===== src/rtl/gate_resp_misr.sv =====
// gate_resp_misr: folds one WIDTH-bit model response per handshake into a
// SIG_W-bit MISR, then compares the final signature with a golden value.
//
// Ports
//   clk, rst_n    clock (rising edge), asynchronous active-low reset
//   start         begin a run; honoured in IDLE and DONE only
//   abort         cancel the run from any state, back to IDLE
//   num_patterns  beats in this run, sampled on start
//   expected_sig  golden signature, sampled on start
//   resp_valid    resp_data holds a settled model response
//   resp_data     model outputs, LSB = first output
//   resp_ready    beat accepted this cycle (decoded from state)
//   busy / done   high in RUN / DONE
//   pass          signature matched expected_sig; meaningful while done
//   signature     current MISR contents
//   count         beats accepted in the current run
module gate_resp_misr #(
    parameter int unsigned          WIDTH = 10,
    parameter int unsigned          SIG_W = 16,
    parameter logic [SIG_W-1:0]     POLY  = 16'h1021,
    parameter logic [SIG_W-1:0]     SEED  = 16'hFFFF,
    parameter int unsigned          CNT_W = 16
) (
    input  logic             clk,
    input  logic             rst_n,
    input  logic             start,
    input  logic             abort,
    input  logic [CNT_W-1:0] num_patterns,
    input  logic [SIG_W-1:0] expected_sig,
    input  logic             resp_valid,
    input  logic [WIDTH-1:0] resp_data,
    output logic             resp_ready,
    output logic             busy,
    output logic             done,
    output logic             pass,
    output logic [SIG_W-1:0] signature,
    output logic [CNT_W-1:0] count
);

    localparam logic [1:0] ST_IDLE = 2'd0;
    localparam logic [1:0] ST_RUN  = 2'd1;
    localparam logic [1:0] ST_DONE = 2'd2;

    logic [1:0]       state,   state_n;
    logic [SIG_W-1:0] sig_n;
    logic [CNT_W-1:0] count_n;
    logic [CNT_W-1:0] num_q,   num_n;
    logic [SIG_W-1:0] exp_q,   exp_n;
    logic             pass_n;
    logic [SIG_W-1:0] sig_mix;
    logic [CNT_W-1:0] count_inc;

    // Status flags decode straight from the state register.
    assign resp_ready = (state == ST_RUN);
    assign busy       = (state == ST_RUN);
    assign done       = (state == ST_DONE);

    // MISR step: shift, polynomial feedback on MSB, fold in the response.
    assign sig_mix   = {signature[SIG_W-2:0], 1'b0}
                     ^ (signature[SIG_W-1] ? POLY : '0)
                     ^ SIG_W'(resp_data);
    assign count_inc = count + CNT_W'(1);

    // State and datapath registers.
    always_ff @(posedge clk or negedge rst_n) begin
        if (!rst_n) begin
            state     <= ST_IDLE;
            signature <= '0;
            count     <= '0;
            num_q     <= '0;
            exp_q     <= '0;
            pass      <= 1'b0;
        end else begin
            state     <= state_n;
            signature <= sig_n;
            count     <= count_n;
            num_q     <= num_n;
            exp_q     <= exp_n;
            pass      <= pass_n;
        end
    end

    // Next-state and datapath update.
    always_comb begin
        state_n = state;
        sig_n   = signature;
        count_n = count;
        num_n   = num_q;
        exp_n   = exp_q;
        pass_n  = pass;

        if (abort) begin
            // Abort wins over start and over a same-cycle beat; the beat is dropped.
            state_n = ST_IDLE;
            pass_n  = 1'b0;
        end else begin
            case (state)
                ST_IDLE, ST_DONE: begin
                    if (start) begin
                        num_n   = num_patterns;
                        exp_n   = expected_sig;
                        sig_n   = SEED;
                        count_n = '0;
                        if (num_patterns == '0) begin
                            state_n = ST_DONE;
                            pass_n  = (SEED == expected_sig);
                        end else begin
                            state_n = ST_RUN;
                            pass_n  = 1'b0;
                        end
                    end
                end
                ST_RUN: begin
                    if (resp_valid) begin
                        sig_n   = sig_mix;
                        count_n = count_inc;
                        // Last beat: judge the signature that is being written.
                        if (count_inc == num_q) begin
                            state_n = ST_DONE;
                            pass_n  = (sig_mix == exp_q);
                        end
                    end
                end
                default: begin
                    state_n = ST_IDLE;
                    pass_n  = 1'b0;
                end
            endcase
        end
    end

endmodule


===== config.mk =====
export PLATFORM = sky130hd
export DESIGN_NAME = gate_resp_misr
export DESIGN_NICKNAME = d
export VERILOG_FILES = /design/src/rtl/gate_resp_misr.sv
export SDC_FILE = /design/constraint.sdc
export NUM_CORES = 1
export LEC_CHECK = 0
export CORE_ASPECT_RATIO = 0.8
export CORE_UTILIZATION = 54
export DETAILED_ROUTE_END_ITERATION = 8
export PLACE_DENSITY = 0.85
export SLEW_MARGIN = 30
export SYNTH_ARGS = -nofsm -noshare
export SYNTH_HDL_FRONTEND = slang
export SYNTH_SLANG_ARGS = --single-unit

===== constraint.sdc =====
create_clock -name clk -period 3.55 [get_ports clk]
set_input_delay 0.5325 -clock clk [delete_from_list [all_inputs] [get_ports clk]]
set_output_delay 0.5325 -clock clk [all_outputs]
set_load 0.02 [all_outputs]

=== Word-level counts from Yosys, hierarchy flattened ===
Index checks and enable logic that the tools add are counted.

* Memories kept: 0
* Bits in read-only memories: 0
* Bits in latches: 0
* Bits in writable memories: 0
* Input port bits: 47
* Output and inout port bits: 36
* Register bits: 67
* Word-level logic and storage cells: 46

* Reductions and logical operators: 7
* $add $sub $neg: 1
* Shifts and indexed selects: 0
* Equal/unequal tests: 10
* Bitwise operators: 3
* $lt $le $gt $ge: 0
* Multipliers: 0
* Divide/modulo/power cells: 0
* Multiplexer cells: 19

{| class="wikitable"
|+ Operator list
! operator !! count
|-
| $mux W16 || 4
|-
| $pmux W16 S2 || 2
|-
| $eq A16 B16 Y1 || 2
|-
| $add A16 B1 Y16 const B || 1
|-
| $eq A16 B16 Y1 const A || 1
|-
| $logic_not A16 Y1 || 1
|-
| $xor A16 B10 Y16 || 1
|-
| $xor A16 B13 Y16 || 1
|-
| $mux W13 || 1
|-
| $mux W2 || 5
|-
| $ne A3 B3 Y1 const B || 2
|-
| $reduce_and A3 Y1 || 2
|-
| $mux W1 || 5
|-
| $ne A2 B2 Y1 const B || 2
|-
| $pmux W2 S2 || 1
|-
| $reduce_and A4 Y1 || 1
|-
| $ne A3 B2 Y1 const B || 1
|-
| $eq A2 B1 Y1 const B || 1
|-
| $eq A2 B2 Y1 const B || 1
|-
| $logic_not A2 Y1 || 1
|-
| $pmux W1 S2 || 1
|-
| $reduce_bool A2 Y1 || 1
|-
| $reduce_or A2 Y1 || 1
|-
| $not A1 Y1 || 1
|}

=== Depth between registers and ports, before layout ===
Gate-level depths: netlist of run 1.

* Word-level depth: 8
* Depth in mapped cells: 8

=== Worst setup path before layout of run 1 ===
OpenSTA, ideal clock, no wires.

* Path kind: reg-to-reg
* Start: register count[0]
* End: register state[1]
* Path buffers: 0
* Data required time: 3.473 ns
* Arrival: 2.340 ns
* Stages on the path, launching flop included: 9
* Setup time: 0.077 ns
* Setup slack: 1.133 ns
* Clock period less this slack: 2.417 ns
* Cell sequence: dfrtp_1 > ha_1 > nand4_1 > nor3_1 > xnor2_1 > o211ai_1 > a31o_2 > or4_1 > a21oi_1

* Cells in the longest elaborated chain, start to end: 4

{| class="wikitable"
|+ Ends and longest elaborated chain
! item !! RTL line !! RTL
|-
| start: declaration || 37 || <nowiki>output logic [CNT_W-1:0] count</nowiki>
|-
| start signal: assignment || 76 || <nowiki>count <= count_n;</nowiki>
|-
| $add A16 B1 Y16 || 62 || <nowiki>assign count_inc = count + CNT_W'(1);</nowiki>
|-
| $eq A16 B16 Y1 || 118 || <nowiki>if (count_inc == num_q) begin</nowiki>
|-
| $ne A3 B2 Y1 (no line) || n/a ||
|-
| $reduce_and A3 Y1 (no line) || n/a ||
|-
| end signal: assignment || 74 || <nowiki>state <= state_n;</nowiki>
|-
| end: declaration || 44 || <nowiki>logic [1:0] state, state_n;</nowiki>
|}

No other way between the ends.
A chain may end at the register's enable or synchronous reset.

=== Worst setup path after layout of run 1 ===
Same ends and word-level chain as after synthesis.

==> impl_metrics.ini, run 1 <==
[setup_path]
worstReg2RegStart = count[0]
crit_path_cell_trace = ha_1 -> nand4_1 -> nor3_2 -> xnor2_1 -> o211ai_1 -> a31o_2 -> or4_1 -> a21oi_1
end_kind = flip-flop
r2r_end = state[1]
critPathSlowestCell = or4_1
worst-path-buf-inv = 0
path_class = flip-flop to flip-flop
cp_max_fo = 7
worst_setup_path_start_kind = flip-flop
rr_worst_depth = 8
critical_path.max_stage_delay_ns = 0.50
crit_required_ns = 3.82
cp_top_family = simple AND/OR/NAND/NOR gates
r2r_setup_slack_ns = 0.95
arrival_ns = 2.88

[routing]
drt-total-wl_um = 9100
viasPerCell = 5.88
avgRoutedWirePerCell_um = 17.7
drt_first_pass_iters = 7
drc = 0
drtAntennaViolNets = 0
drtIter0Drc = 237
vias = 3020

[timing]
finClkSkew_ns = 0.00489
maxSlewHeadroom = 0.470
period_share = 0.734
setup_viol = 0
worstMarginPinSlew_ns = 0.794
max_freq_mhz = 384
period_needed_ns = 2.60
hold_viol = 0
finalSetupTns_ns = 0
rsz0062_at_grt = no
maxSlewViolCount = 0

[global_route]
grt_usage = 0.287
grt_pass1_wl_um = 15000
antenna_found_initial = 0
gr-total-overflow = 0
first_global_vias = 2918
grt_max_degree = 37

[synthesis]
post-synth-top-area-cell = dfrtp_1
syn_avg_cell_area_um2 = 10.4
synth_nets = 396
synth_top_area_frac = 0.462
synth_cells = 348
synth-seq-cells = 67
yosys-top-cells-area = dfrtp_1 (46%), mux2_2 (9.9%), xnor2_1 (7.5%)
synth_seq_area_share = 0.462
syn_area_um2 = 3630
synth.distinct_cells = 49
yosysWarnings = 0

[layout]
drive_gt1_frac = 0.144
n_antenna_cell = 0
syn_to_final_growth_pct = 27.5
final_nets = 473

[clocking]
clock_latency_ns = 0.35
cts.sinks = 67
root_buffer = clkbuf_8
postCtsSetupRepairBufs = 0
h-tree-depth = 3
cts_buffers = 9
clk_path_buf_depth = 2
cts_tree = yes
cts_resized = 0
path_clk_slew_ns = 0.07
holdBufCountCts = 0

[floorplan]
fp.dieW_um = 93.7
core-area_um2 = 6440
dieArea_um2 = 7060
ioPinCount = 83
fp-row-count = 26
fp.dieH_um = 75.3
start_util = 0.564

[outcome]
status = complete, no violations

[job]
drv_cap = 0

[pwr]
p_leak_uw = 0.00176
power_uw = 2220
powerDensity_nw_per_um2 = 481
vdd_drop_max_mv = 0.318

[placed_design]
dp_hpwl_um = 6850
routabilityCongestion = 0.858
portBuffers = 82

[hold_path]
hold_path_class = primary input to asynchronous set/reset pin
## cell usage in the layout, fill, tap and decap left out, drive strengths merged, types with 2 or more instances in the layout
master	instances
clkbuf	10
nand4	9
nor3	5
nand2b	3
xnor2	32
clkinvlp	3
nor4	9
buf	4
nor2b	2
clkinv	3
nand3	9
or3	2
o22a	6
o21ai	24
clkdlybuf4s50	81
nand2	45
o31ai	10
inv	2
mux2	33
dfrtp	67
and4	2
mux2i	2
and3	2
nor2	16
nand4b	3
xor2	20
a21oi	12
a31oi	2
## synthesized netlist by cell type, drive strengths merged
| cell | instances |
|---|---|
| xnor2 | 32 |
| a221oi | 1 |
| and4 | 2 |
| inv | 2 |
| a31oi | 2 |
| or3b | 1 |
| buf | 8 |
| nor4 | 9 |
| mux2i | 2 |
| o22a | 6 |
| xor2 | 20 |
| and3 | 2 |
| nand2b | 3 |
| and2 | 1 |
| nand3 | 9 |
| o31ai | 10 |
| nor3 | 5 |
| or4 | 1 |
| o2111ai | 1 |
| a21oi | 12 |
| a22o | 1 |
| nor2b | 2 |
| nand2 | 45 |
| nand4b | 3 |
| clkbuf | 11 |
| mux2 | 33 |
| or2 | 1 |
| ha | 1 |
| a21o | 1 |
| a21boi | 1 |
| nand4 | 9 |
| a31o | 1 |
| o21ai | 24 |
| dfrtp | 67 |
| nor2 | 16 |
| or3 | 2 |
| o211ai | 1 |
## worst max path at each step
stage,startpoint,to,slack (ns),cells past startpoint
floorplan,count[0],state[1],1.13,8
global placement,count[0],state[1],0.97,8
detailed placement,count[0],state[1],0.98,8
CTS,count[0],state[1],0.95,8
global route,count[0],state[1],0.76,8
finish,count[0],state[1],0.95,8
## worst reg2reg max path, stage by stage, from the launching register on
cell	delay, ns
dfrtp_1	0.48
ha_1	0.28
nand4_1	0.23
nor3_2	0.34
xnor2_1	0.15
o211ai_1	0.13
a31o_2	0.26
or4_1	0.50
a21oi_1	0.16
## area by class of cell
type,instances,area [µm²]
clock buffer,10,138
clock inverter,6,41.3
fill,475,1810
inverter,2,7.51
multi-input combinational,260,1820
sequential,67,1680
tap,84,105
timing repair buffer,85,838
## per-layer routing
layer  vias up  GRT usage  part of all wire  wire (µm)
li1       1398          -                 -          -
met1      1482      0.401              0.45       4060
met2       125      0.463              0.47       4240
met3        15     0.0669             0.075        683
met4         0     0.0701             0.013        122
met5         -          0                 0          0
## power by group
part	internal (µW)	total [µW]	leakage, µW	switching [µW]
clock	270	570	0.0000843	299
combinational	340	642	0.000877	302
sequential	887	1010	0.000800	125
## state kept, by name, indices dropped and copies added, names as in the netlist
name       flops
count         16
exp_q         16
num_q         16
pass           1
signature     16
state          2
## cells by family (layout without fill, tap and decap cells)
| kind of cell | count (synthesis) | in the layout | synth area share |
|---|---|---|---|
| xor+xnor | 52 | 52 | 0.128 |
| fa+ha+maj | 1 | 1 | 0.00345 |
| flops | 67 | 67 | 0.462 |
| buf+inv | 21 | 103 | 0.0372 |
| simple gates | 111 | 111 | 0.155 |
| compound gates | 61 | 61 | 0.107 |
| mux | 35 | 35 | 0.108 |
## stage by stage
| stage | cells | hold WS, ns | setup WS [ns] | util | area, µm² |
|---|---|---|---|---|---|
| 3_5_place_dp | 498 | 0.517 | 0.976 | 0.691 | 4450 |
| 4_1_cts | 514 | 0.244 | 0.951 | 0.718 | 4630 |
| 5_1_grt | 514 | 0.269 | 0.763 | 0.718 | 4630 |
| 2_1_floorplan | 348 | 0.237 | 1.13 | - | 3630 |
| 6_report | 514 | 0.234 | 0.945 | 0.718 | 4630 |
| 3_3_place_gp | 498 | 0.511 | 0.970 | 0.691 | 4450 |
Power figures use the tool's default switching activity.
==> run 2, diff against run 1 <==
--- a/config.mk
+++ b/config.mk
@@ -6,9 +6,9 @@
 export NUM_CORES = 1
 export LEC_CHECK = 0
 export CORE_ASPECT_RATIO = 0.8
-export CORE_UTILIZATION = 54
+export CORE_UTILIZATION = 46
 export DETAILED_ROUTE_END_ITERATION = 8
-export PLACE_DENSITY = 0.85
+export PLACE_DENSITY = 0.77
 export SLEW_MARGIN = 30
 export SYNTH_ARGS = -nofsm -noshare
 export SYNTH_HDL_FRONTEND = slang
==> constraint.sdc (replaced) <==
create_clock -name clk -period 2.2 [get_ports clk]
set_input_delay 0.33 -clock clk [delete_from_list [all_inputs] [get_ports clk]]
set_output_delay 0.33 -clock clk [all_outputs]
set_load 0.02 [all_outputs]
==> run 2 against run 1 <==
The flow now finishes with violations (negative setup slack); worst hold slack better by 0.28 ns; flip-flop and latch count stayed put; die area is 17% higher; core utilization is 2.5 points lower; fmax is 11% higher; combinational power is 85% higher; setup slack worse by 1.1 ns; register-to-register slack worse by 1.1 ns; clock power is 110% higher; global-route usage is 1.3 points lower; critical path depth is 1 lower; critical endpoint is now pass.
==> impl_metrics.ini, run 2 (synthesized netlist as in run 1, its figures left out) <==
[outcome]
status = complete, but fails checks
violations = negative setup slack

[routing]
drt_first_pass_iters = 5
avgRoutedWirePerCell_um = 18.8
drc = 0
drtIter0Drc = 306
vias = 3330
viasPerCell = 5.75
drtAntennaViolNets = 0
drt-total-wl_um = 10900

[placed_design]
dp_hpwl_um = 7750
portBuffers = 82
place_area_um2 = 4740
routabilityCongestion = 0.951

[timing]
finalWorstSetupSlack_ns = -0.156
rsz0062_at_grt = yes
period_needed_ns = 2.36
max_freq_mhz = 424
period_share = 1.07
finClkSkew_ns = 0.00920
hold_viol = 0
maxSlewHeadroom = 0.713
worstMarginPinSlew_ns = 0.430
maxSlewViolCount = 0
setup_viol = 3
finalSetupTns_ns = -0.317

[setup_path]
crit_path_cell_trace = nand4_4 -> or3_1 -> a221oi_2 -> o2111ai_2 -> nand4b_1 -> o21ai_2 -> mux2_4
arrival_ns = 2.60
worstReg2RegStart = count[8]
critical_path.max_stage_delay_ns = 0.43
critPathSlowestCell = dfrtp_2
path_class = flip-flop to flip-flop
end_kind = flip-flop
r2r_end = pass
r2r_setup_slack_ns = -0.16
worst_setup_path_start_kind = flip-flop
crit_end = pass
cp_max_fo = 3
rr_worst_depth = 7
crit_required_ns = 2.44
crit_start = count[8]

[pwr]
powerDensity_nw_per_um2 = 764
power_uw = 3990
vdd_drop_max_mv = 0.411
p_leak_uw = 0.00204

[global_route]
grt_usage = 0.274
first_global_vias = 3220
gr-total-overflow = 0
grt_pass1_wl_um = 16700
grt_max_degree = 68
antenna_found_initial = 0

[floorplan]
dieArea_um2 = 8250
fp.dieW_um = 101
start_util = 0.482
fp.dieH_um = 81.5
fp-row-count = 28
ioPinCount = 83
core-area_um2 = 7530

[clocking]
cts_tree = yes
root_buffer = clkbuf_8
h-tree-depth = 3
cts.sinks = 67
clock_latency_ns = 0.36
path_clk_slew_ns = 0.08
cts_buffers = 9
clk_path_buf_depth = 2

[layout]
final_cell_mix = clkdlybuf4s50_1 (81), dfrtp_1 (57), nand2_1 (45), buf_4 (40), mux2_2 (32)
drive_gt1_frac = 0.276
final_cell_area_um2 = 5220
final_nets = 517
n_antenna_cell = 0
layout_commonest_cell = clkdlybuf4s50_1
syn_to_final_growth_pct = 43.8

[hold_path]
hold_path_class = primary input to asynchronous set/reset pin

[job]
drv_cap = 0
-- run 2: where the power goes --
part           leakage (µW)  total (µW)  internal [µW]  switching (µW)
registers          0.000784        1630           1430             195
clock network      0.000108        1170            668             498
logic               0.00114        1190            625             570
total               0.00204        3990           2730            1260
-- run 2: worst min path at each step --
stage | startpoint | end
6_report | rst_n | signature[6]
5_1_grt | exp_q[2] | exp_q[2]
4_1_cts | exp_q[10] | exp_q[10]
3_5_place_dp | rst_n | signature[6]
3_3_place_gp | rst_n | signature[6]
2_1_floorplan | rst_n | count[0]
-- run 2: per-layer routing --
metal / track usage / up-vias / wire, µm
li1: - / 1480 / -
met1: 0.373 / 1635 / 4620
met5: 0 / - / 0
met4: 0.0754 / 0 / 265
met2: 0.441 / 185 / 5080
met3: 0.0655 / 30 / 948
-- run 2: critical path, delay by kind of cell (launching register included) --
| kind | cells | cell delay (ns) |
|---|---|---|
| and+or+nand+nor | 3 | 0.82 |
| AOI/OAI and AO/OA | 3 | 0.67 |
| DFF | 1 | 0.43 |
| muxes | 1 | 0.32 |
-- run 2: area by class of cell --
cell class / count / area (µm²)
Sequential cell: 67 / 1690
Tap cell: 105 / 131
Fill cell: 549 / 2310
Timing Repair Buffer: 129 / 1220
Clock buffer: 10 / 138
Multi-Input combinational cell: 260 / 1940
Inverter: 2 / 7.51
Clock inverter: 6 / 88.8
-- run 2: timing repair --
| action | in CTS | in global routing |
|---|---|---|
| pin swaps | 12 | 8 |
| hold buffers | 1 | 0 |
| setup endpoints to repair | 4 | 5 |
| resized for setup | 11 | 11 |
| hold endpoints to repair | 9 | 0 |
| setup buffers | 11 | 6 |
-- run 2: stage by stage --
| step | utilization | std cells | worst slack (ns) | hold slack, ns |
|---|---|---|---|---|
| after floorplan | - | 348 | 0.0115 | 0.0344 |
| after global placement | 0.629 | 545 | 0.0416 | 0.377 |
| after detailed placement | 0.629 | 545 | -0.0545 | 0.376 |
| after CTS | 0.680 | 573 | -0.0485 | 0.532 |
| after global routing | 0.693 | 579 | -0.205 | 0.542 |
| final | 0.693 | 579 | -0.156 | 0.515 |
